--- src/rtl/cdc_pkg.sv ---
// cdc_pkg: shared FSM encoding and sizing constants for the 4-phase CDC receiver
package cdc_pkg;
  typedef enum logic [1:0] {
    IDLE  = 2'd0,
    VALID = 2'd1,
    ACK   = 2'd2
  } state_e;
  localparam int DEFAULT_SYNC_STAGES = 2;
  localparam int XFER_CNT_WIDTH = 16;
endpackage

--- src/rtl/cdc_handshake_rx_sync_bit.sv ---
// sync_bit: N-stage single-bit synchronizer, async active-high reset to 0
module sync_bit #(
  parameter int STAGES = 2
) (
  input  logic clk,
  input  logic rst,
  input  logic d,
  output logic q
);
  logic [STAGES-1:0] sync_q, sync_d;
  always_comb sync_d = {sync_q[STAGES-2:0], d};
  always_ff @(posedge clk or posedge rst)
    if (rst) sync_q <= '0;
    else sync_q <= sync_d;
  assign q = sync_q[STAGES-1];
endmodule

--- src/rtl/cdc_handshake_rx.sv ---
// cdc_handshake_rx: 4-phase req/ack CDC receiver with valid/ready output; CDC_RX_XFER_CNT_EN adds xfer_count
module cdc_handshake_rx
  import cdc_pkg::*;
#(
  parameter int DATA_WIDTH  = 32,
  parameter int SYNC_STAGES = DEFAULT_SYNC_STAGES
) (
  input  logic                  clk,
  input  logic                  rst,
  input  logic                  req_in,
  input  logic [DATA_WIDTH-1:0] data_in,
  output logic                  ack_out,
  output logic [DATA_WIDTH-1:0] data_out,
  output logic                  data_valid,
  input  logic                  out_ready
`ifdef CDC_RX_XFER_CNT_EN
  ,
  output logic [XFER_CNT_WIDTH-1:0] xfer_count
`endif
);
  state_e state_q, state_d;
  logic [DATA_WIDTH-1:0] data_q, data_d;
  logic valid_q, valid_d, ack_q, ack_d, req_s;
  sync_bit #(.STAGES(SYNC_STAGES)) u_req_sync (
    .clk(clk),
    .rst(rst),
    .d  (req_in),
    .q  (req_s)
  );
  // data_in is only sampled once req_s proves the source has held it stable
  always_comb begin
    state_d = state_q;
    data_d  = data_q;
    valid_d = valid_q;
    ack_d   = ack_q;
    case (state_q)
      IDLE: if (req_s) begin
        data_d  = data_in;
        valid_d = 1'b1;
        state_d = VALID;
      end
      VALID: if (out_ready) begin
        valid_d = 1'b0;
        ack_d   = 1'b1;
        state_d = ACK;
      end
      ACK: if (!req_s) begin
        ack_d   = 1'b0;
        state_d = IDLE;
      end
      default: begin
        valid_d = 1'b0;
        ack_d   = 1'b0;
        state_d = IDLE;
      end
    endcase
  end
  always_ff @(posedge clk or posedge rst)
    if (rst) begin
      state_q <= IDLE;
      data_q  <= '0;
      valid_q <= 1'b0;
      ack_q   <= 1'b0;
    end else begin
      state_q <= state_d;
      data_q  <= data_d;
      valid_q <= valid_d;
      ack_q   <= ack_d;
    end
  assign data_out   = data_q;
  assign data_valid = valid_q;
  assign ack_out    = ack_q;
`ifdef CDC_RX_XFER_CNT_EN
  logic [XFER_CNT_WIDTH-1:0] cnt_q, cnt_d;
  always_comb cnt_d = (valid_q && out_ready) ? cnt_q + 1'b1 : cnt_q;
  always_ff @(posedge clk or posedge rst)
    if (rst) cnt_q <= '0;
    else cnt_q <= cnt_d;
  assign xfer_count = cnt_q;
`endif
endmodule

--- config.mk ---
export PLATFORM = sky130hd
export DESIGN_NAME = cdc_handshake_rx
export DESIGN_NICKNAME = d
export VERILOG_FILES = /design/src/rtl/cdc_pkg.sv /design/src/rtl/cdc_handshake_rx_sync_bit.sv /design/src/rtl/cdc_handshake_rx.sv
export SDC_FILE = /design/constraint.sdc
export NUM_CORES = 1
export LEC_CHECK = 0
export BUFFER_PORTS_ARGS = -buffer_cell sky130_fd_sc_hd__buf_2
export CELL_PAD_IN_SITES_DETAIL_PLACEMENT = 1
export CELL_PAD_IN_SITES_GLOBAL_PLACEMENT = 1
export CORE_MARGIN = 2
export CORE_UTILIZATION = 28
export DETAILED_ROUTE_END_ITERATION = 8
export GPL_ROUTABILITY_DRIVEN = 1
export PLACE_DENSITY_LB_ADDON = 0.1
export SLEW_MARGIN = 20
export SYNTH_ARGS = -nofsm -noshare
export SYNTH_HDL_FRONTEND = slang
export SYNTH_SLANG_ARGS = --single-unit
--- constraint.sdc ---
create_clock -name clk -period 1.52 [get_ports clk]
set_input_delay 0.228 -clock clk [delete_from_list [all_inputs] [get_ports clk]]
set_output_delay 0.228 -clock clk [all_outputs]
set_load 0.005 [all_outputs]
Word-level counts from Yosys, hierarchy flattened. Cells that the tools add are included.

Register bits: 38. Input port bits: 36. Output and inout port bits: 34. Word-level logic and storage cells: 27.

Equal/unequal tests: 5. Multiplexer cells: 10. Bitwise gates (word level): 2. Reduce and logical (&&, ||, !) cells: 5.

Operators by type and width (count): AND reduction 3 bit (3); 2-to-1 mux 2 bit (3); case mux 1 bit (3 select lines) (2); case mux 2 bit (3 select lines) (1); 2-to-1 mux 1 bit (4); inequality test 2 bit, second input constant (2); == test 2 x 1 -> 1 bit, second input constant (1); == test 2 bit, second input constant (1); logical NOT 2 bit (1); inequality test 2 x 1 -> 1 bit, second input constant (1); NOT 1 bit (2); AND reduction 2 bit (1).

Longest topological paths before layout.
Word-level depth: 3. Depth in mapped cells: 4.

Hierarchy. A second synthesis with hierarchy kept.

Cell total of the unflattened synthesis: 90. Area total of the unflattened synthesis: 1579.0 µm².

Modules (own cells, without submodules): cdc_handshake_rx (times used 1, cells each 87, area each 1525.2 µm², seq. area each 900.9 µm²); sync_bit (times used 1, cells each 3, area each 53.8 µm², seq. area each 50.0 µm²).

Worst setup path before layout. No wires, ideal clock.

Path kind: flip-flop to flip-flop. Start point: register state_q[0]. End point: register data_q[0] (netlist: data_out[0]). Arrival time: 1284 ps. Data required time: 1395 ps. Path slack: 112 ps. Cell stages (with the launch flop): 5. Path buffers: 2. Path through: dfrtp_1 -> buf_6 -> nor3b_4 -> buf_6 -> mux2_2.

Cells in the longest elaborated chain, start to end: 2.

RTL lines: start: declaration (line cdc_handshake_rx.sv:21) `state_e state_q, state_d;`; start signal: assignment (line cdc_handshake_rx.sv:65) `state_q <= state_d;`; logical NOT 2 bit (line cdc_handshake_rx.sv:36) `case (state_q)`; AND reduction 2 bit (no line); end signal: assignment (line cdc_handshake_rx.sv:66) `data_q <= data_d;`; end: declaration (line cdc_handshake_rx.sv:22) `logic [DATA_WIDTH-1:0] data_q, data_d;`.

No other way between the ends. A chain may end at the register's enable or synchronous reset.

Worst setup path in the final report.
Start point: register state_q[1]. End point: register data_q[1] (netlist: data_out[1]).

The elaborated chain is that of the path after synthesis.

==> flow_summary.json <==
{
  "status": "finished clean",
  "antenna_found_initial": 0,
  "cts_root_buf": "clkbuf_8",
  "route.antenna.remaining_nets": 0,
  "yosysTopAreaCellShare": 0.659,
  "synth_compound_area_frac": 0.0225,
  "pin_count": 70,
  "tightest_slew_ps": 474,
  "synth_seq_cells": 38,
  "final_max_slew_viol_count": 0,
  "drt_iter0_drc": 5,
  "crit_type": "register to register",
  "place_congestion": 0.742,
  "portBuffers": 69,
  "crit_chain": "nor3b_4 > buf_4 > mux2_2",
  "rows": 26,
  "grt_pass1_wl_mm": 4.62,
  "critPathBufInv": 1,
  "worstPathArrival_ps": 1580,
  "synth_xor_area_frac": 0,
  "hold_viol": 0,
  "grt_start_max_net_pins": 39,
  "power_density_mw_per_mm2": 1980,
  "power_switching_w": 0.00113,
  "yosys.area_share.adder": 0,
  "critPathLaunch": "state_q[1]",
  "viasPerCell": 4.19,
  "ys_warn_count": 0,
  "met2_usage": 0.176,
  "seq_area_frac_synth": 0.659,
  "tns_ps": 0,
  "numClockSinks": 38,
  "clk_pin_slew_worst_paths_ps": 70,
  "grt_pass1_vias": 1014,
  "syn_area_mm2": 0.00144,
  "synth_top_family_by_area": "multiplexers",
  "ys_types": 12,
  "cts_hold_buf": 0,
  "syn_inst": 89,
  "clk_path_buf_depth": 2,
  "hpwl_mm": 2.32,
  "holdWs_ps": 50.8,
  "grt_use_met1": 0.127,
  "power.internal_w": 0.00273,
  "setup_viol": 0,
  "rsz0062_at_grt": "false",
  "endpoint_kind": "register",
  "busiest_layer": "met2",
  "clk-insertion-delay-late_ps": 280,
  "leakage_nw": 0.937,
  "start_util": 0.286,
  "fp.dieH_um": 75.8,
  "seq_power_share": 0.460,
  "yosys-mux-area-fraction": 0.250,
  "cts_resized": 0,
  "clkPwrFrac": 0.179,
  "yosys.area.top_type": "dfrtp_1",
  "gr-total-overflow": 0,
  "cap_viol_max_count": 0,
  "final.period_utilization": 0.929,
  "combPwrFrac": 0.361,
  "htree_levels": 2,
  "area_growth_pct": 35.3,
  "grt_util_all_layers": 0.111,
  "skew_ps": 6.06,
  "hp-class": "primary input to async pin",
  "fin_area_mm2": 0.00195,
  "nets": 201,
  "remaining_drc_errors": 0,
  "yosys-top-cells-area": "dfrtp_1 66%, mux2_2 25%, buf_6 3.1%",
  "synthSimpleGateAreaFrac": 0.0321,
  "avgSynthCellArea_um2": 16.2,
  "cpPeakStageDelay_ps": 450,
  "wire_per_inst_um": 12.8,
  "firstDrtPassIters": 2,
  "drive_gt1_frac": 0.681,
  "syn-num-nets": 125,
  "worstPathMaxFanout": 17,
  "slew_headroom": 0.684,
  "seqCellArea_um2": 951,
  "cts_made_buffers": 5,
  "start_kind": "register",
  "timing.fmax_mhz": 708,
  "vias": 989,
  "multi_input_area_um2": 439,
  "cts_tree": "built",
  "dieArea_mm2": 0.00574,
  "num_antenna_cells": 0,
  "cts_setup_buffers": 0,
  "ir_drop_uv": 593,
  "required_ps": 1690,
  "coreArea_mm2": 0.00504,
  "crit_family": "flip-flops",
  "globalRouteMet3Util": 0.0503,
  "r2r-start": "state_q[1]",
  "critPathSlowestCell": "dfrtp_1",
  "wirelength_mm": 3.01,
  "die_x_um": 75.8,
  "fillCellCount": 577,
  "dpl-instance-area_mm2": 0.00186,
  "swShare": 0.293,
  "min_period_ps": 1410
}
-- cell families (layout without fill, tap and decap cells) --
group,count (synthesis),after routing
AOI/OAI and AO/OA,6,6
and+or+nand+nor,7,7
muxes,32,32
buffers and inverters,6,83
DFF,38,38
-- worst min-delay path, delay by kind of cell --
| family | cells | cell delay (ps) |
|---|---|---|
| buf+inv | 3 | 550 |
-- synthesized netlist by cell type --
library cell,n
mux2_2,32
nor3b_4,1
nand3_1,1
buf_6,4
a211oi_1,1
a21oi_1,2
inv_1,2
nor2_1,2
dfrtp_1,38
nand2_1,2
nand3b_1,1
o21ai_0,3
-- stage by stage --
stage / std cells / setup slack, ps / util / power, W
finish: 236 / 108 / 0.387 / 0.00386
global route: 236 / 32.6 / 0.387 / 0.00418
global placement: 228 / 132 / 0.369 / 0.00317
floorplan: 89 / 112 / - / 0.00260
detailed placement: 228 / 102 / 0.369 / 0.00323
CTS: 236 / 78.3 / 0.387 / 0.00396
-- power groups by stage --
stage / logic (W) / registers (W) / clock network (W)
floorplan: 0.000788 / 0.00181 / 0
global placement: 0.00140 / 0.00177 / 0
detailed placement: 0.00143 / 0.00180 / 0
CTS: 0.00144 / 0.00179 / 0.000734
global route: 0.00155 / 0.00185 / 0.000779
finish: 0.00139 / 0.00177 / 0.000689
-- layer usage --
layer,wire [µm],vias to the layer above
met2,1540,42
met4,53,0
met5,0,-
met3,257,7
li1,-,456
met1,1160,484
-- area by class of cell --
class / count / area share
inverter: 2 / 0.00385
tap: 70 / 0.0449
clock buffer: 7 / 0.0442
sequential: 38 / 0.487
multi-input combinational: 45 / 0.225
clock inverter: 1 / 0.00256
timing repair buffer: 73 / 0.192
-- flip-flops by register name, summed over array words and instances, names as in the netlist --
register and flops:
data_valid 1, state_q 2, data_out 32, u_req_sync.sync_q 2, ack_out 1
-- cell usage in the layout (no fill, tap or decap) --
cell and count:
nand3_1 1, clkbuf_1 1, a21oi_1 2, dfrtp_1 38
a211oi_1 1, buf_4 4, nor3b_4 1, clkinv_2 1
nand2_1 2, mux2_2 32, buf_2 69, clkbuf_8 6
nand3b_1 1, inv_1 2, nor2_1 2, o21ai_0 3
-- worst paths after layout --
check                                  endpoint  slack [ps]  cells after the start
max                                 data_out[1]         110                      3
min                                data_out[23]          50                      3
max reg2reg                         data_out[1]         110                      3
min reg2reg                u_req_sync.sync_q[1]         350                      0
max in group asynchronous          data_out[13]        1140                      3
min in group clk           u_req_sync.sync_q[0]          50                      1
(Power assumes the default switching activity.)
